==> config.mk <==
export PLATFORM = sky130hd
export DESIGN_NAME = sprite_rom_responder
export DESIGN_NICKNAME = d
export VERILOG_FILES = /design/src/rtl/sprite_rom_responder.sv
export SDC_FILE = /design/constraint.sdc
export NUM_CORES = 1
export LEC_CHECK = 0
export CAP_MARGIN = 20
export CORE_MARGIN = 2
export CORE_UTILIZATION = 51
export DETAILED_ROUTE_END_ITERATION = 6
export GPL_ROUTABILITY_DRIVEN = 0
export GPL_TIMING_DRIVEN = 0
export HOLD_SLACK_MARGIN = 0.06
export PLACE_DENSITY_LB_ADDON = 0.12
export SLEW_MARGIN = 20
export SYNTH_ARGS = -nofsm -noshare
export SYNTH_HDL_FRONTEND = slang
export SYNTH_SLANG_ARGS = --single-unit
==> constraint.sdc <==
create_clock -name SYS_CLK -period 4.7 [get_ports SYS_CLK]
set_input_delay 0.94 -clock SYS_CLK [delete_from_list [all_inputs] [get_ports SYS_CLK]]
set_output_delay 0.94 -clock SYS_CLK [all_outputs]
set_load 0.02 [all_outputs]
==> src/rtl/sprite_rom_responder.sv <==
// rtl/sprite_rom_responder.sv - in-order sprite ROM read responder with latency tracking and response FIFO
module sprite_rom_responder #(
  parameter int ADDR_W    = 18,
  parameter int ROM_WORDS = 131072,
  parameter int LAT       = 2,
  parameter int DEPTH     = 4
) (
  input  logic                       SYS_CLK,
  input  logic                       RESET_N,
  input  logic                       req_valid,
  input  logic [ADDR_W-1:0]          req_addr,
  output logic                       req_ready,
  output logic [ADDR_W-1:0]          rom_addr,
  output logic                       rom_rden,
  input  logic [7:0]                 rom_q,
  output logic                       rsp_valid,
  output logic [7:0]                 rsp_data,
  output logic                       rsp_err,
  input  logic                       rsp_ready,
  output logic [$clog2(DEPTH):0]     outstanding
);

  localparam int PTR_W = $clog2(DEPTH);
  localparam int CNT_W = PTR_W + 1;

  logic [LAT-1:0]   v_pipe;
  logic [LAT-1:0]   e_pipe;
  logic [8:0]       mem [DEPTH];
  logic [CNT_W-1:0] wr_ptr;
  logic [CNT_W-1:0] rd_ptr;
  logic [8:0]       head_word;
  logic [8:0]       push_word;
  logic             in_range;
  logic             accept;
  logic             push;
  logic             pop;

  // The count covers both in-flight and queued slots, so it also bounds FIFO occupancy.
  assign req_ready = (outstanding < CNT_W'(DEPTH));
  assign in_range  = ({1'b0, req_addr} < (ADDR_W + 1)'(ROM_WORDS));
  assign accept    = req_valid && req_ready && RESET_N;
  assign rom_rden  = accept && in_range;
  assign rom_addr  = rom_rden ? req_addr : '0;

  assign push      = v_pipe[LAT-1];
  assign push_word = e_pipe[LAT-1] ? 9'h001 : {rom_q, 1'b0};
  assign rsp_valid = (wr_ptr != rd_ptr);
  assign pop       = rsp_valid && rsp_ready;
  assign head_word = mem[rd_ptr[PTR_W-1:0]];
  assign rsp_data  = rsp_valid ? head_word[8:1] : 8'h00;
  assign rsp_err   = rsp_valid && head_word[0];

  always_ff @(posedge SYS_CLK) begin
    if (!RESET_N) begin
      v_pipe      <= '0;
      e_pipe      <= '0;
      wr_ptr      <= '0;
      rd_ptr      <= '0;
      outstanding <= '0;
    end else begin
      for (int i = LAT - 1; i > 0; i--) begin
        v_pipe[i] <= v_pipe[i-1];
        e_pipe[i] <= e_pipe[i-1];
      end
      v_pipe[0] <= accept;
      e_pipe[0] <= accept && !in_range;
      if (push) wr_ptr <= wr_ptr + CNT_W'(1);
      if (pop)  rd_ptr <= rd_ptr + CNT_W'(1);
      case ({accept, pop})
        2'b10:   outstanding <= outstanding + CNT_W'(1);
        2'b01:   outstanding <= outstanding - CNT_W'(1);
        default: outstanding <= outstanding;
      endcase
    end
  end

  // Storage needs no reset: the pointers alone decide what is visible.
  always_ff @(posedge SYS_CLK) begin
    if (RESET_N && push) mem[wr_ptr[PTR_W-1:0]] <= push_word;
  end

endmodule

## Word level (Yosys, flattened, before mapping)

Memory sizes are Yosys's and may differ from the RTL's. A register that Yosys moved wholly into a read port is not among the register bits.
Index checks and enable logic that the tools add are counted.

| storage, ports and cells | value |
|---|---|
| logic and storage cells | 32 |
| bits of input ports | 30 |
| memories | 1 |
| register bits after elaboration | 13 |
| RAM bits | 36 |
| output and inout port bits | 33 |

| cells by class | value |
|---|---|
| $add $sub $neg | 4 |
| magnitude comparators | 2 |
| eq/ne operators | 3 |
| muxes and demuxes | 8 |
| reductions and logical operators | 9 |

Memories:

| memory | depth | width | rd ports | clocked after Yosys merged registers in | wr ports | RTL line | text |
|---|---|---|---|---|---|---|---|
| mem | 4 | 9 | 1 | 1 | 1 | 28 | `logic [8:0] mem [DEPTH];` |

Operators with widths:

| operator | count |
|---|---|
| $lt A18 B18 Y1 const B | 1 |
| $mux W18 | 1 |
| $add A3 B1 Y3 const B | 3 |
| $mux W9 | 1 |
| $mux W8 | 1 |
| $logic_and A1 B1 Y1 | 7 |
| $pmux W3 S2 | 1 |
| $mux W2 | 2 |
| $lt A3 B3 Y1 const B | 1 |
| $ne A3 B3 Y1 | 1 |
| $sub A3 B1 Y3 const B | 1 |
| $eq A2 B1 Y1 const B | 1 |
| $eq A2 B2 Y1 const B | 1 |
| $mux W1 | 2 |
| $reduce_bool A2 Y1 | 1 |
| $logic_not A1 Y1 | 1 |

## Longest topological paths before layout

Gate-level depths: netlist (run 1).

| logic depth | value |
|---|---|
| depth after elaboration | 5 |
| depth in mapped cells | 10 |
| mapped depth without buffers | 9 |

## Worst setup path before layout (run 1)

No wires, ideal clock.

| timing | value |
|---|---|
| kind | input -> output |
| start | input RESET_N |
| end | output rom_addr[10] |
| path buffers | 1 |
| stages on the path | 5 |
| required time | 3.760 ns |
| path slack | 1.901 ns |
| data arrival time | 1.859 ns |
| path through | and3_2 > inv_1 > nor2_1 > buf_4 > and2_1 |

| between the ends | value |
|---|---|
| longest elaborated chain between the ends | 3 |

RTL lines:

| item | RTL line | text |
|---|---|---|
| start: declaration | 9 | `input logic RESET_N,` |
| $logic_and A1 B1 Y1 | 41 | `assign accept = req_valid && req_ready && RESET_N;` |
| $logic_and A1 B1 Y1 | 42 | `assign rom_rden = accept && in_range;` |
| via rom_rden | 14 | `output logic rom_rden,` |
| $mux W18 | 43 | `assign rom_addr = rom_rden ? req_addr : '0;` |
| end: declaration | 13 | `output logic [ADDR_W-1:0] rom_addr,` |

The timed path passes the listed nets, and every way through them passes these cells.

## Final worst setup path (run 1)

| timing | value |
|---|---|
| start | input RESET_N |
| end | output rom_addr[12] |

| between the ends | value |
|---|---|
| longest elaborated chain between the ends | 3 |

RTL lines:

| item | RTL line |
|---|---|
| $logic_and A1 B1 Y1 | 41 |
| $logic_and A1 B1 Y1 | 42 |
| $mux W18 | 43 |

No other way between the ends.

==> results of run 1 <==
[worst reg2reg max path, cell delays in order, from the launching register on]
cell                      delay (ns)
sky130_fd_sc_hd__dfxtp_1        0.48
sky130_fd_sc_hd__xor2_1         0.38
sky130_fd_sc_hd__nor3_1         0.14
sky130_fd_sc_hd__buf_2          0.23
sky130_fd_sc_hd__nor2b_1        0.15
sky130_fd_sc_hd__ha_1           0.20
sky130_fd_sc_hd__inv_1          0.06
sky130_fd_sc_hd__fa_1           0.37
sky130_fd_sc_hd__xor2_1         0.16
sky130_fd_sc_hd__or3_1          0.30
sky130_fd_sc_hd__a21oi_1        0.15
[synthesized netlist by cell type]
cell type / instances
sky130_fd_sc_hd__conb_1: 1
sky130_fd_sc_hd__nand3_1: 1
sky130_fd_sc_hd__or3_2: 2
sky130_fd_sc_hd__ha_1: 6
sky130_fd_sc_hd__dfxtp_1: 15
sky130_fd_sc_hd__o21ai_0: 1
sky130_fd_sc_hd__nor2_1: 7
sky130_fd_sc_hd__or4_1: 1
sky130_fd_sc_hd__nand4_1: 1
sky130_fd_sc_hd__xor2_1: 6
sky130_fd_sc_hd__buf_4: 2
sky130_fd_sc_hd__nand2_1: 5
sky130_fd_sc_hd__o211ai_1: 1
sky130_fd_sc_hd__inv_1: 11
sky130_fd_sc_hd__and3_1: 5
sky130_fd_sc_hd__a31oi_1: 2
sky130_fd_sc_hd__mux4_2: 9
sky130_fd_sc_hd__xnor2_1: 1
sky130_fd_sc_hd__and2b_1: 1
sky130_fd_sc_hd__and3_2: 1
sky130_fd_sc_hd__buf_2: 3
sky130_fd_sc_hd__fa_1: 1
sky130_fd_sc_hd__clkbuf_1: 2
sky130_fd_sc_hd__a211oi_1: 1
sky130_fd_sc_hd__and2_1: 20
sky130_fd_sc_hd__o2111ai_1: 4
sky130_fd_sc_hd__a21oi_1: 2
sky130_fd_sc_hd__nor3_1: 1
sky130_fd_sc_hd__mux2i_1: 1
sky130_fd_sc_hd__or3_1: 1
sky130_fd_sc_hd__nor2b_1: 18
sky130_fd_sc_hd__edfxtp_1: 36
[cells by family (layout without fill, tap and decap cells)]
logic type | Yosys count | after routing | synth area share [%]
buffers and inverters | 18 | 87 | 3.45
AND/OR/NAND/NOR | 64 | 64 | 16.4
flip-flops | 51 | 51 | 60.5
adder cells (fa/ha/maj) | 7 | 7 | 4.16
AO/OA/AOI/OAI | 11 | 11 | 3.40
multiplexers | 10 | 10 | 9.31
XOR/XNOR | 7 | 7 | 2.68
other | 1 | 1 | 0.164
[through the flow]
| step | utilization (%) | instance area [um2] | hold WS [ns] |
|---|---|---|---|
| after floorplan | - | 2280 | 0.412 |
| after global placement | 68.5 | 2960 | 0.416 |
| final | 70.3 | 3040 | 0.439 |
| after CTS | 70.3 | 3040 | 0.442 |
| after detailed placement | 68.5 | 2960 | 0.424 |
| after global routing | 70.3 | 3040 | 0.445 |
[worst max path at each step]
stage	startpoint	endpoint	slack, ns	depth (start not counted)
after floorplan	RESET_N	rom_addr[10]	1.90	5
after global placement	RESET_N	rom_addr[13]	0.85	7
final	RESET_N	rom_addr[12]	0.82	7
after CTS	RESET_N	rom_addr[12]	0.79	7
after global routing	RESET_N	rom_addr[16]	0.67	7
after detailed placement	RESET_N	rom_addr[12]	0.79	7
[routing by layer]
metal / part of all wire, % / global-route usage [%] / vias to the layer above
li1: - / - / 733
met1: 41 / 21.7 / 725
met2: 54 / 33.7 / 44
met3: 4.0 / 4.99 / 4
met4: 0.77 / 3.77 / 0
met5: 0 / 0 / -
[final cells by class]
type / instances / share of cell area (%)
inverters: 11 / 1.36
plain buffers: 7 / 1.23
flip-flops and latches: 51 / 45.4
well taps: 52 / 2.14
multi-input cells: 100 / 27.1
clock buffers: 6 / 2.39
repair buffers: 61 / 20.1
clock inverters: 2 / 0.247
[flip-flops by register name (all words and copies together), names as in the netlist, named ones only]
name         cells
outstanding      3
v_pipe           2
wr_ptr           3
e_pipe           2
mem             36
rd_ptr           3
[where the power goes]
group	total [mW]	leakage [nW]	switching, mW	internal [mW]
Clock	0.231	0.0403	0.129	0.102
Combinational	0.185	0.592	0.0886	0.0961
Sequential	0.502	0.450	0.00973	0.492
Total	0.918	1.08	0.227	0.690
==> run_results.csv, run 1 <==
group,metric,value,unit
floorplanning,dieWidth,70.9,um
logic_synthesis,gate_count_of_the_mapped_netlist,169,
grt,antenna_found_initial,0,
route,ant_nets,0,
place,numPortBuffers,61,
final_layout,seq_area,1380,um2
logic_synthesis,netlist.top_cell.by_area,"sky130_fd_sc_hd__edfxtp_1",
timing,time_the_worst_path_needs_with_i_o_delays_and_setup,3.88,ns
critical_path,rr_endpoint,"outstanding[2]$_SDFFE_PN0P_",
route,number_of_vias_in_the_routed_layout,1506,
place,detailedPlacementHpwl,3310,um
final_layout,most-common-layout-cells,"sky130_fd_sc_hd__clkdlybuf4s50_1 (61), sky130_fd_sc_hd__edfxtp_1 (36), sky130_fd_sc_hd__and2_1 (20)",
pwr,report.power.total,0.918,mW
final_layout,n_fill_cell,307,
grt,largest_net_degree_at_the_start_of_global_routing,15,
clock_network,clock_tree_from_tritoncts,"yes",
min_path,hold-path-endpoint,"e_pipe[1]$_SDFF_PN0_",
logic_synthesis,post_synthesis_cell_type_count,32,
timing,worstMarginPinSlew,0.554,ns
run,cap_violations,0,
grt,grt_pass1_vias,1549,
timing,timing.fmax,0.258,GHz
route,firstDrtPassIters,4,
critical_path,critPathTopFamily,"buffers and inverters",
critical_path,timing.rr.start,"wr_ptr[0]$_SDFFE_PN0P_",
timing,finalCritPeriodShare,82.5,%
clock_network,cts.reportedPaths.clkPinSlew,0.07,ns
clock_network,cts.path.max_buffers,2,
pwr,total_leakage_power,1.08,nW
floorplanning,io_pins,63,
final_layout,layout_commonest_cell,"sky130_fd_sc_hd__clkdlybuf4s50_1",
final_layout,multi_input_comb_area,825,um2
logic_synthesis,syn-mean-instance-area,13.5,um2
min_path,min_from,"e_pipe[0]$_SDFF_PN0_",
critical_path,path_buf_inv,4,
clock_network,clkSinkCount,51,
timing,post-route-worst-setup-slack,0.824,ns
grt,grt_first_pass_wirelength,7040,um
grt,globalRouteTotalUtil,18.4,%
timing,finalHoldViolCount,0,
clock_network,hold_buffers,0,
grt,grt_overflow,0,
clock_network,cts.repair.resized,0,
pwr,vdd_drop_max,0.229,mV
critical_path,rr_worst_depth,10,
clock_network,clock_tree.root_cell,"sky130_fd_sc_hd__clkbuf_8",
logic_synthesis,netlist.area_leader.share,47.3,%
place,placed_cells,282,
critical_path,worst_path_largest_cell_delay,0.60,ns
clock_network,clk_latency,0.30,ns
timing,finalClockSkew,0.0113,ns
logic_synthesis,synth_area,2280,um2
critical_path,cp_max_fo,10,
critical_path,worst-r2r-setup-slack,2.02,ns
route,routed_wl,4410,um
clock_network,post-cts-setup-buffer-count,0,
timing,grt_setup_unrepaired,"false",
timing,finalMaxSlewViolations,0,
pwr,power_density,302,nW/um2
route,wl_per_cell,15.2,um
final_layout,flow.area_growth_from_synthesis,33.1,%
critical_path,critical_path.endpoint_type,"output port",
logic_synthesis,yosys_warnings,0,
timing,setup_viol,0,
critical_path,cp_slowest_cell,"sky130_fd_sc_hd__clkdlybuf4s50_1",
timing,timing.slew.headroom,63.1,%
final_layout,layout_cells_excl_fill,290,
critical_path,critical_path.cell_chain,"clkdlybuf4s50_1 -> and3_2 -> inv_1 -> nor2_1 -> buf_4 -> and2_1 -> clkdlybuf4s50_1",
floorplanning,initial_core_util,52.8,%
status,status,"complete, no violations",
floorplanning,die-height,70.9,um
final_layout,count_of_antenna_diodes_in_the_layout,0,
critical_path,crit_required,3.76,ns
logic_synthesis,synth_seq_cells,51,
clock_network,cts_buffers,5,
route,routed_via_density,5.19,
logic_synthesis,mappedNetlistNets,206,
clock_network,h-tree-depth,2,
floorplanning,design.die.area,5030,um2
place,pre_cts_setup_slack,0.794,ns
min_path,hold_class,"flip-flop to flip-flop",
floorplanning,core_area,4320,um2
final_layout,nNetsFinal,274,
critical_path,crit_top_cell,"sky130_fd_sc_hd__clkdlybuf4s50_1",
min_path,timing.hold.worst_path_depth,1,
route,remaining_drc_errors,0,
floorplanning,row_count,24,
final_layout,layout-drive-gt1-share,9.24,%
critical_path,timing.critical_path.arrival,2.94,ns
logic_synthesis,most_area_consuming_cells_after_synthesis,"sky130_fd_sc_hd__edfxtp_1 (47%), sky130_fd_sc_hd__dfxtp_1 (13%), sky130_fd_sc_hd__mux4_2 (8.9%), sky130_fd_sc_hd__and2_1 (5.5%), sky130_fd_sc_hd__nor2b_1 (4.9%)",
route,detailedRoute.firstIterationViolations,73,
critical_path,timing.critical_path.from_type,"input port",
logic_synthesis,synth-seq-area-share,60.5,%
critical_path,path_class,"input port to output port",
timing,setup_tns,0,ns
No activity file was read; power rests on OpenSTA's default activity.
==> run 2: changes to the inputs <==
--- a/config.mk
+++ b/config.mk
@@ -7,7 +7,7 @@
 export LEC_CHECK = 0
 export CAP_MARGIN = 20
 export CORE_MARGIN = 2
-export CORE_UTILIZATION = 51
+export CORE_UTILIZATION = 48
 export DETAILED_ROUTE_END_ITERATION = 6
 export GPL_ROUTABILITY_DRIVEN = 0
 export GPL_TIMING_DRIVEN = 0
==> constraint.sdc (replaced) <==
create_clock -name SYS_CLK -period 3.7 [get_ports SYS_CLK]
set_input_delay 0.74 -clock SYS_CLK [delete_from_list [all_inputs] [get_ports SYS_CLK]]
set_output_delay 0.74 -clock SYS_CLK [all_outputs]
set_load 0.02 [all_outputs]
==> run 2 against run 1 <==
  * Clock power increased by 30%
  * Highest routed layer unchanged
  * Count of clock-buffer cells in the layout decreased by 1
  * Largest power group unchanged
  * Global-route usage increased by 0.43 points
  * Critical path depth unchanged
  * Setup slack got worse by 0.64 ns
  * First-iteration DRC count increased by 34%
  * Register-to-register slack got worse by 1.0 ns
  * Via count increased by 1.5%
  * Clock skew decreased by 0.0023 ns
  * Worst hold slack about the same
  * Largest cell class unchanged
  * Sequential cell count unchanged
  * Sequential power increased by 27%
==> run_results.csv, run 2 (synthesis results as in run 1) <==
group,metric,value,unit
status,status,"complete, no violations",
floorplanning,die-height,73.0,um
route,number_of_vias_in_the_routed_layout,1528,
critical_path,crit_required,2.96,ns
place,placed_cells,284,
critical_path,critical_path.cell_chain,"clkdlybuf4s50_1 -> and3_2 -> inv_1 -> nor2_1 -> buf_4 -> and2_1 -> clkdlybuf4s50_1",
route,wl_per_cell,16.1,um
critical_path,timing.critical_path.arrival,2.78,ns
final_layout,layout-drive-gt1-share,10.5,%
final_layout,layout_commonest_cell,"sky130_fd_sc_hd__clkdlybuf4s50_1",
floorplanning,core_area,4660,um2
pwr,vdd_drop_max,0.161,mV
final_layout,largest_reg_flops,36,
critical_path,path_buf_inv,4,
run,cap_violations,0,
timing,setup_tns,0,ns
grt,antenna_found_initial,0,
clock_network,clock_tree_from_tritoncts,"yes",
timing,holdWs,0.439,ns
timing,finalMaxSlewViolations,0,
critical_path,timing.critical_path.from_type,"input port",
route,firstDrtPassIters,4,
clock_network,clock_tree.root_cell,"sky130_fd_sc_hd__clkbuf_8",
timing,setup_viol,0,
final_layout,most-common-layout-cells,"sky130_fd_sc_hd__clkdlybuf4s50_1 (61), sky130_fd_sc_hd__edfxtp_1 (36), sky130_fd_sc_hd__and2_1 (20)",
critical_path,cp_slowest_cell,"sky130_fd_sc_hd__clkdlybuf4s50_1",
critical_path,critPathTopFamily,"buffers and inverters",
floorplanning,io_pins,63,
floorplanning,initial_core_util,49.0,%
timing,worstMarginPinSlew,0.600,ns
clock_network,cts.repair.resized,0,
timing,finalCritPeriodShare,95.0,%
timing,finalClockSkew,0.00897,ns
route,routed_via_density,5.23,
final_layout,final_cell_utilization_of_the_core,65.4,%
critical_path,critical_path.endpoint_type,"output port",
clock_network,cts.reportedPaths.clkPinSlew,0.08,ns
clock_network,h-tree-depth,2,
route,remaining_drc_errors,0,
min_path,hold_class,"flip-flop to flip-flop",
critical_path,path_class,"input port to output port",
grt,grt_first_pass_wirelength,7330,um
floorplanning,design.die.area,5330,um2
floorplanning,row_count,25,
grt,grt_pass1_vias,1570,
pwr,total_leakage_power,1.09,nW
critical_path,worst_path_largest_cell_delay,0.63,ns
timing,timing.fmax,0.284,GHz
grt,largest_net_degree_at_the_start_of_global_routing,16,
route,ant_nets,0,
clock_network,clkSinkCount,51,
pwr,power_density,386,nW/um2
critical_path,crit_top_cell,"sky130_fd_sc_hd__clkdlybuf4s50_1",
clock_network,post-cts-setup-buffer-count,0,
timing,finalHoldViolCount,0,
timing,grt_setup_unrepaired,"false",
final_layout,nNetsFinal,274,
clock_network,cts_buffers,5,
final_layout,n_fill_cell,333,
grt,globalRouteTotalUtil,18.8,%
timing,time_the_worst_path_needs_with_i_o_delays_and_setup,3.52,ns
clock_network,clk_latency,0.30,ns
clock_network,cts.path.max_buffers,2,
floorplanning,dieWidth,73.0,um
critical_path,cp_max_fo,10,
grt,grt_overflow,0,
clock_network,hold_buffers,0,
timing,timing.slew.headroom,60.0,%
final_layout,layout_cells_excl_fill,292,
place,numPortBuffers,61,
route,detailedRoute.firstIterationViolations,98,
final_layout,count_of_antenna_diodes_in_the_layout,0,
place,detailedPlacementHpwl,3380,um
route,routed_wl,4700,um
final_layout,flow.area_growth_from_synthesis,33.4,%
## run 2: area by class of cell
cell class	count	area (um2)	share of cell area (%)
well taps	54	67.6	2.22
inverters	11	41.3	1.36
clock buffers	5	68.8	2.26
clock inverters	3	15.0	0.493
plain buffers	7	37.5	1.23
repair buffers	61	611	20.0
flip-flops and latches	51	1380	45.3
multi-input cells	100	825	27.1
## run 2: layer usage
metal | vias up | wire (um) | GRT usage [%]
li1 | 731 | - | -
met1 | 706 | 1730 | 19.2
met2 | 85 | 2540 | 35.7
met3 | 6 | 378 | 6.49
met4 | 0 | 55 | 5.56
met5 | - | 0 | 0
## run 2: through the flow
step                      setup WS, ns  area, um2  power [mW]
after floorplan                   1.30       2280       0.778
after global placement           0.210       2960       0.881
after detailed placement         0.166       2960       0.890
after CTS                        0.166       3050        1.19
after global routing            0.0417       3050        1.23
final                            0.184       3050        1.18
## run 2: where the power goes
| part | total, mW | leakage, nW | internal (mW) | switching, mW |
|---|---|---|---|---|
| logic | 0.237 | 0.592 | 0.123 | 0.115 |
| registers | 0.639 | 0.450 | 0.626 | 0.0138 |
| clock network | 0.300 | 0.0477 | 0.130 | 0.170 |
## run 2: worst paths after layout
kind / startpoint / end / slack (ns) / cells past startpoint
max: RESET_N / rom_addr[16] / 0.18 / 7
min: e_pipe[0]$_SDFF_PN0_ / e_pipe[1]$_SDFF_PN0_ / 0.44 / 1
max reg2reg: wr_ptr[0]$_SDFFE_PN0P_ / outstanding[2]$_SDFFE_PN0P_ / 0.98 / 10
min reg2reg: e_pipe[0]$_SDFF_PN0_ / e_pipe[1]$_SDFF_PN0_ / 0.44 / 1
